### src/rtl/jump_link_ctrl.sv
// jump_link_ctrl
// Controller for unconditional jumps (J/JAL/JR/JALR) in the ID stage of a
// 5-stage MIPS pipeline. It waits while a register-jump source is still
// being produced in EX (any write) or MEM (load), then redirects the PC,
// bubbles IF/ID and supplies the link destination/value for write-back.
//
// Ports:
//   clk, rst_n        clock (rising edge), asynchronous active-low reset
//   id_valid/id_inst  instruction currently in ID
//   id_pc_plus4       PC+4 of the ID instruction (also the link value)
//   rs_data           register-file/forwarded value of inst[25:21]
//   ex_wr_en/ex_wr_reg, mem_wr_en/mem_wr_reg/mem_is_load
//                     destinations still in flight, used for the hazard check
//   ex_flush          older-instruction flush; kills the jump in ID
//   stall             freeze PC and IF/ID (combinational)
//   pc_redirect/pc_target/flush_if
//                     one-cycle redirect pulse with the latched target
//   link_sel/link_reg/link_data
//                     write-back destination select, register and value
//   stall_timeout     sticky flag: hazard stall reached STALL_LIMIT cycles
//   jump_count        number of committed jumps (wraps)
module jump_link_ctrl #(
   parameter int unsigned STALL_LIMIT = 15
) (
   input  logic        clk,
   input  logic        rst_n,
   input  logic        id_valid,
   input  logic [31:0] id_inst,
   input  logic [31:0] id_pc_plus4,
   input  logic [31:0] rs_data,
   input  logic        ex_wr_en,
   input  logic [4:0]  ex_wr_reg,
   input  logic        mem_wr_en,
   input  logic [4:0]  mem_wr_reg,
   input  logic        mem_is_load,
   input  logic        ex_flush,
   output logic        stall,
   output logic        pc_redirect,
   output logic [31:0] pc_target,
   output logic        flush_if,
   output logic        link_sel,
   output logic [4:0]  link_reg,
   output logic [31:0] link_data,
   output logic        stall_timeout,
   output logic [15:0] jump_count
);

   typedef enum logic [1:0] {
      IDLE     = 2'd0,
      WAIT_RS  = 2'd1,
      REDIRECT = 2'd2
   } state_t;

   localparam logic [3:0] LIMIT_C = 4'(STALL_LIMIT);

   state_t      state_r, state_next_s;
   logic [31:0] pc_target_r;
   logic        link_sel_r;
   logic [4:0]  link_reg_r;
   logic [31:0] link_data_r;
   logic [3:0]  stall_cnt_r, stall_cnt_next_s;
   logic        stall_timeout_r;
   logic [15:0] jump_count_r;

   logic [5:0]  opcode_s, funct_s;
   logic [4:0]  rs_s, rd_s;
   logic        is_j_s, is_jal_s, is_jr_s, is_jalr_s, is_jump_s, is_reg_jump_s;
   logic        hazard_s;
   logic [31:0] target_s;
   logic        link_sel_s;
   logic [4:0]  link_reg_s;
   logic        latch_s, stall_s, count_s, in_redirect_s;

   // Instruction decode, register-jump hazard detection and target/link selection.
   always_comb begin
      opcode_s      = id_inst[31:26];
      funct_s       = id_inst[5:0];
      rs_s          = id_inst[25:21];
      rd_s          = id_inst[15:11];
      is_j_s        = (opcode_s == 6'b000010);
      is_jal_s      = (opcode_s == 6'b000011);
      is_jr_s       = (opcode_s == 6'b000000) && (funct_s == 6'b001000);
      is_jalr_s     = (opcode_s == 6'b000000) && (funct_s == 6'b001001);
      is_reg_jump_s = is_jr_s | is_jalr_s;
      is_jump_s     = is_j_s | is_jal_s | is_reg_jump_s;
      // $0 is never actually written, so it can never be pending
      hazard_s = is_reg_jump_s && (rs_s != 5'd0) &&
                 ((ex_wr_en && (ex_wr_reg == rs_s)) ||
                  (mem_wr_en && mem_is_load && (mem_wr_reg == rs_s)));
      if (is_reg_jump_s) begin
         target_s = rs_data;
      end else begin
         target_s = {id_pc_plus4[31:28], id_inst[25:0], 2'b00};
      end
      if (is_jal_s) begin
         link_sel_s = 1'b1;
         link_reg_s = 5'd31;
      end else if (is_jalr_s) begin
         // JALR to $0 discards the link, so write-back stays on its normal path
         link_sel_s = (rd_s != 5'd0);
         link_reg_s = rd_s;
      end else begin
         link_sel_s = 1'b0;
         link_reg_s = 5'd0;
      end
   end

   // Next-state logic, stall request, latch enable and stall-counter update.
   always_comb begin
      state_next_s     = state_r;
      latch_s          = 1'b0;
      stall_s          = 1'b0;
      count_s          = 1'b0;
      stall_cnt_next_s = stall_cnt_r;
      case (state_r)
         IDLE: begin
            stall_cnt_next_s = 4'd0;
            if (!ex_flush && id_valid && is_jump_s) begin
               if (hazard_s) begin
                  stall_s          = 1'b1;
                  stall_cnt_next_s = 4'd1;
                  state_next_s     = WAIT_RS;
               end else begin
                  latch_s      = 1'b1;
                  state_next_s = REDIRECT;
               end
            end else begin
               state_next_s = IDLE;
            end
         end
         WAIT_RS: begin
            if (ex_flush) begin
               stall_cnt_next_s = 4'd0;
               state_next_s     = IDLE;
            end else if (hazard_s) begin
               stall_s = 1'b1;
               if (stall_cnt_r != 4'hF) begin
                  stall_cnt_next_s = stall_cnt_r + 4'd1;
               end else begin
                  stall_cnt_next_s = stall_cnt_r;
               end
            end else begin
               latch_s      = 1'b1;
               state_next_s = REDIRECT;
            end
         end
         REDIRECT: begin
            // ID holds the slot being flushed, so its contents are ignored
            stall_cnt_next_s = 4'd0;
            count_s          = !ex_flush;
            state_next_s     = IDLE;
         end
         default: begin
            stall_cnt_next_s = 4'd0;
            state_next_s     = IDLE;
         end
      endcase
   end

   // State, stall counter and sticky timeout flag.
   always_ff @(posedge clk or negedge rst_n) begin
      if (!rst_n) begin
         state_r         <= IDLE;
         stall_cnt_r     <= 4'd0;
         stall_timeout_r <= 1'b0;
      end else begin
         state_r     <= state_next_s;
         stall_cnt_r <= stall_cnt_next_s;
         if (stall_s && (stall_cnt_next_s == LIMIT_C)) begin
            stall_timeout_r <= 1'b1;
         end
      end
   end

   // Jump target and link information, latched when the jump is accepted.
   always_ff @(posedge clk or negedge rst_n) begin
      if (!rst_n) begin
         pc_target_r  <= 32'd0;
         link_sel_r   <= 1'b0;
         link_reg_r   <= 5'd0;
         link_data_r  <= 32'd0;
         jump_count_r <= 16'd0;
      end else begin
         if (latch_s) begin
            pc_target_r <= target_s;
            link_sel_r  <= link_sel_s;
            link_reg_r  <= link_reg_s;
            link_data_r <= id_pc_plus4;
         end else if (in_redirect_s && ex_flush) begin
            // a flushed jump must not leave a link write behind
            link_sel_r <= 1'b0;
         end
         if (count_s) begin
            jump_count_r <= jump_count_r + 16'd1;
         end
      end
   end

   // The redirect pulse comes straight from the REDIRECT state register; a
   // same-cycle flush from an older instruction cancels it.
   assign in_redirect_s = (state_r == REDIRECT);
   assign pc_redirect   = in_redirect_s & ~ex_flush;
   assign flush_if      = in_redirect_s & ~ex_flush;
   assign link_sel      = link_sel_r & ~(in_redirect_s & ex_flush);
   assign stall         = stall_s & rst_n;
   assign pc_target     = pc_target_r;
   assign link_reg      = link_reg_r;
   assign link_data     = link_data_r;
   assign stall_timeout = stall_timeout_r;
   assign jump_count    = jump_count_r;

endmodule

### config.mk
export PLATFORM = sky130hd
export DESIGN_NAME = jump_link_ctrl
export DESIGN_NICKNAME = d
export VERILOG_FILES = /design/src/rtl/jump_link_ctrl.sv
export SDC_FILE = /design/constraint.sdc
export NUM_CORES = 1
export LEC_CHECK = 0
export ABC_CLOCK_PERIOD_IN_PS = 4900
export BUFFER_PORTS_ARGS = -buffer_cell sky130_fd_sc_hd__buf_2
export CORE_UTILIZATION = 53
export CTS_BUF_LIST = sky130_fd_sc_hd__clkbuf_8
export DETAILED_ROUTE_END_ITERATION = 7
export PLACE_DENSITY = 0.95
export SLEW_MARGIN = 30
export SYNTH_ARGS = -nofsm -noshare
export SYNTH_HDL_FRONTEND = slang
export SYNTH_SLANG_ARGS = --single-unit
### constraint.sdc
create_clock -name clk -period 4.9 [get_ports clk]
set_clock_uncertainty 0.2 [all_clocks]
set_input_delay 0.49 -clock clk [delete_from_list [all_inputs] [get_ports clk]]
set_output_delay 0.49 -clock clk [all_outputs]
set_load 0.01 [all_outputs]
==> impl_results.md <==
* Outcome: finished clean
* Num rows at 33
* HP Start: id_pc_plus4[15]
* Worst setup EP type: output pin
* CORE AREA at 8340 um^2
* Synth Cell Area at 4620 um^2
* Synth area leader: dfrtp_1
* Final wirelength at 11700 um
* Via/cell ratio at 5.34
* DIE HEIGHT at 95.3 um
* Critical Path Max Stage Delay at 570 ps
* Mapped Avg Cell Area at 12.0 um^2
* Rel. slew slack at 47.1%
* Worst-skew pair later-pin latency at 350 ps
* CTS Buf Count at 9
* Starting density of the core at 55.3%
* Final ANT Viol Nets at 0
* First-pass GRT wire length at 18000 um
* Worst reg-to-reg path cell count at 6
* Part of the Yosys area used for sequential elements at 50.4%
* Worst r2r src: state_r[1]$_DFFE_PN0N_
* Final instance area at 5860 um^2
* Postcts setup bufs at 0
* Critical Path Source Type: input pin
* Async set or reset register ratio after synthesis at 100%
* Hold buffers post-CTS at 1
* Flop-to-flop setup slack at 2370 ps
* Clock sinks at 93
* Post-synth top cells: dfrtp_1 (93), nand2_1 (93), mux2_4 (62)
* Worst Path Arrival at 2420 ps
* Setup_tns at 0 ps
* Largest buffer count on any clock path at 2
* Drt wl/cell at 16.8 um
* Max_cap viols at 0
* Overall power at 0.00173 W
* Routability cong. at 0.875
* Number of setup violations in the final report at 0
* Ant. Diodes at 0
* CTS tree: built
* Final Hold Fails at 0
* Nets at 703
* Synth Warn # at 0
* Remaining DRCs at 0
* Worst setup margin at 1790 ps
* Top_reg_cell synth: dfrtp_1
* Most used cell, CP: buf_2
* Worst-path maximum fanout at 10
* Tcrit/Tclk final at 63.4%
* P_leak at 3.15 nW
* CP endpoint: stall
* Cells after Synth at 385
* Die Area at 9090 um^2
* Global Route Usage Sum at 26.3%
* Area Overhead vs Synth at 27.0%
* Number of synthesized flops with an enable pin at 0
* Net Count, Synth at 500
* Peak Freq at 0.322 GHz
* Unrepaired setup endpoints after global routing: false
* DR iter-0 viols at 110
* Share of the synthesized area in the top cell type at 50.4%
* Slew Viols, Final at 0
* CP Cell Sequence: buf_2 -> nor4_4 -> nand3_2 -> a21oi_4 -> nand2_1 -> nor4b_1 -> buf_2
* GR Overflow Total at 0
* Synth area leaders: dfrtp_1 (50%), mux2_4 (20%), nand2_1 (7.6%)
* Worst Path Required at 4210 ps
* Flops & latches, synth at 93
* Initial antenna violation count at 0
* Crit. Startpoint: id_inst[29]
* Die width at 95.3 um
* Worst-Margin Slew at 793 ps
* Root Driver: clkbuf_8
* Reg2reg end: link_data[7]$_DFFE_PN0P_
* Vias at 3725
* Top-level port count at 203
* Worst-path clk slew at 90 ps
* Post-CTS sizing at 0
* Hpwl dp at 8820 um
* Maximum VDD drop at 0.195 mV
* CP max stage cell: nor4_4
* Worst hold path class: input pin to register
* PwrDens at 295 nW/um^2
* Distinct cells, synth at 41
* PortBufs at 202
* Vias in the first global route at 3799
* Cell Area, Placed at 5660 um^2
* Pre-CTS WS at 1710 ps
* Fill cell count at 614
* Largest net degree at the start of global routing at 50
* Share of cells above drive strength 1 at 49.9%
* WHS at 163 ps
* CTS H-Tree Depth at 3
* Post-route minimum period at 3110 ps
* DR pass1 iterations at 4
* CP Class: input pin to output pin
-- metrics by stage --
| step | instances | util [%] |
|---|---|---|
| floorplan | 385 | - |
| global placement | 681 | 67.8 |
| detailed placement | 681 | 67.8 |
| CTS | 698 | 70.3 |
| global route | 698 | 70.3 |
| finish | 698 | 70.3 |
-- layout make-up --
cell class,count,area (um^2),share of cell area (%)
Clock inverter,4,31.3,0.534
Clock buffer,12,165,2.82
Sequential cell,93,2330,39.7
Multi-Input combinational cell,270,2130,36.3
Timing Repair Buffer,207,1050,18.0
Inverter,7,26.3,0.448
Tap cell,105,131,2.24
-- worst max-delay path: cells and delay by family --
kind | cells | cell delay [ps]
compound gates | 1 | 300
simple gates | 4 | 1320
buf+inv | 2 | 310
-- power by group --
part / total [W] / leakage, nW / internal [W] / switching, W
clock network: 0.000492 / 0.0908 / 0.000227 / 0.000265
registers: 0.000894 / 1.24 / 0.000846 / 0.0000479
logic: 0.000343 / 1.82 / 0.000192 / 0.000151
-- layer usage --
| metal | share of wire [%] | global-route usage, % | vias to the layer above |
|---|---|---|---|
| met2 | 51 | 46.1 | 173 |
| met3 | 6.8 | 5.90 | 26 |
| met4 | 2.7 | 12.1 | 0 |
| li1 | - | - | 1736 |
| met1 | 40 | 30.4 | 1790 |
| met5 | 0 | 0 | - |
-- layout by cell type, fill, tap and decap left out, types with 2 or more instances in the layout --
cell type	instances
o21ai_0	10
o22ai_1	4
xor2_1	4
a211oi_1	6
nor2_1	9
clkbuf_8	12
buf_2	201
nand2_1	93
nor3_1	4
a21oi_4	2
clkinvlp_4	3
a21oi_1	2
dfrtp_1	93
xnor2_1	22
mux2_4	62
inv_1	7
mux2_2	2
buf_4	5
and4_1	3
a31oi_1	5
ha_1	2
a2bb2oi_1	4
nand4_1	6
nand3_1	13
-- how the worst min path moves through the flow --
stage	slack, ps	end	cells after the start
2_1_floorplan	-6	jump_count[0]$_DFFE_PN0P_	0
3_3_place_gp	260	jump_count[15]$_DFFE_PN0P_	1
3_5_place_dp	260	jump_count[15]$_DFFE_PN0P_	1
4_1_cts	150	link_data[15]$_DFFE_PN0P_	2
5_1_grt	140	link_data[3]$_DFFE_PN0P_	2
6_report	160	link_data[15]$_DFFE_PN0P_	2
-- cell families (layout without fill, tap and decap cells) --
logic type / count (synthesis) / in the layout / synth area share (%)
AO/OA/AOI/OAI: 39 / 39 / 6.07
multiplexers: 64 / 64 / 20.7
flip-flops: 93 / 93 / 50.4
AND/OR/NAND/NOR: 139 / 139 / 13.9
buffers and inverters: 22 / 230 / 3.50
adder cells (fa/ha/maj): 2 / 2 / 0.542
XOR/XNOR: 26 / 26 / 4.93
Power figures use the tool's default switching activity.
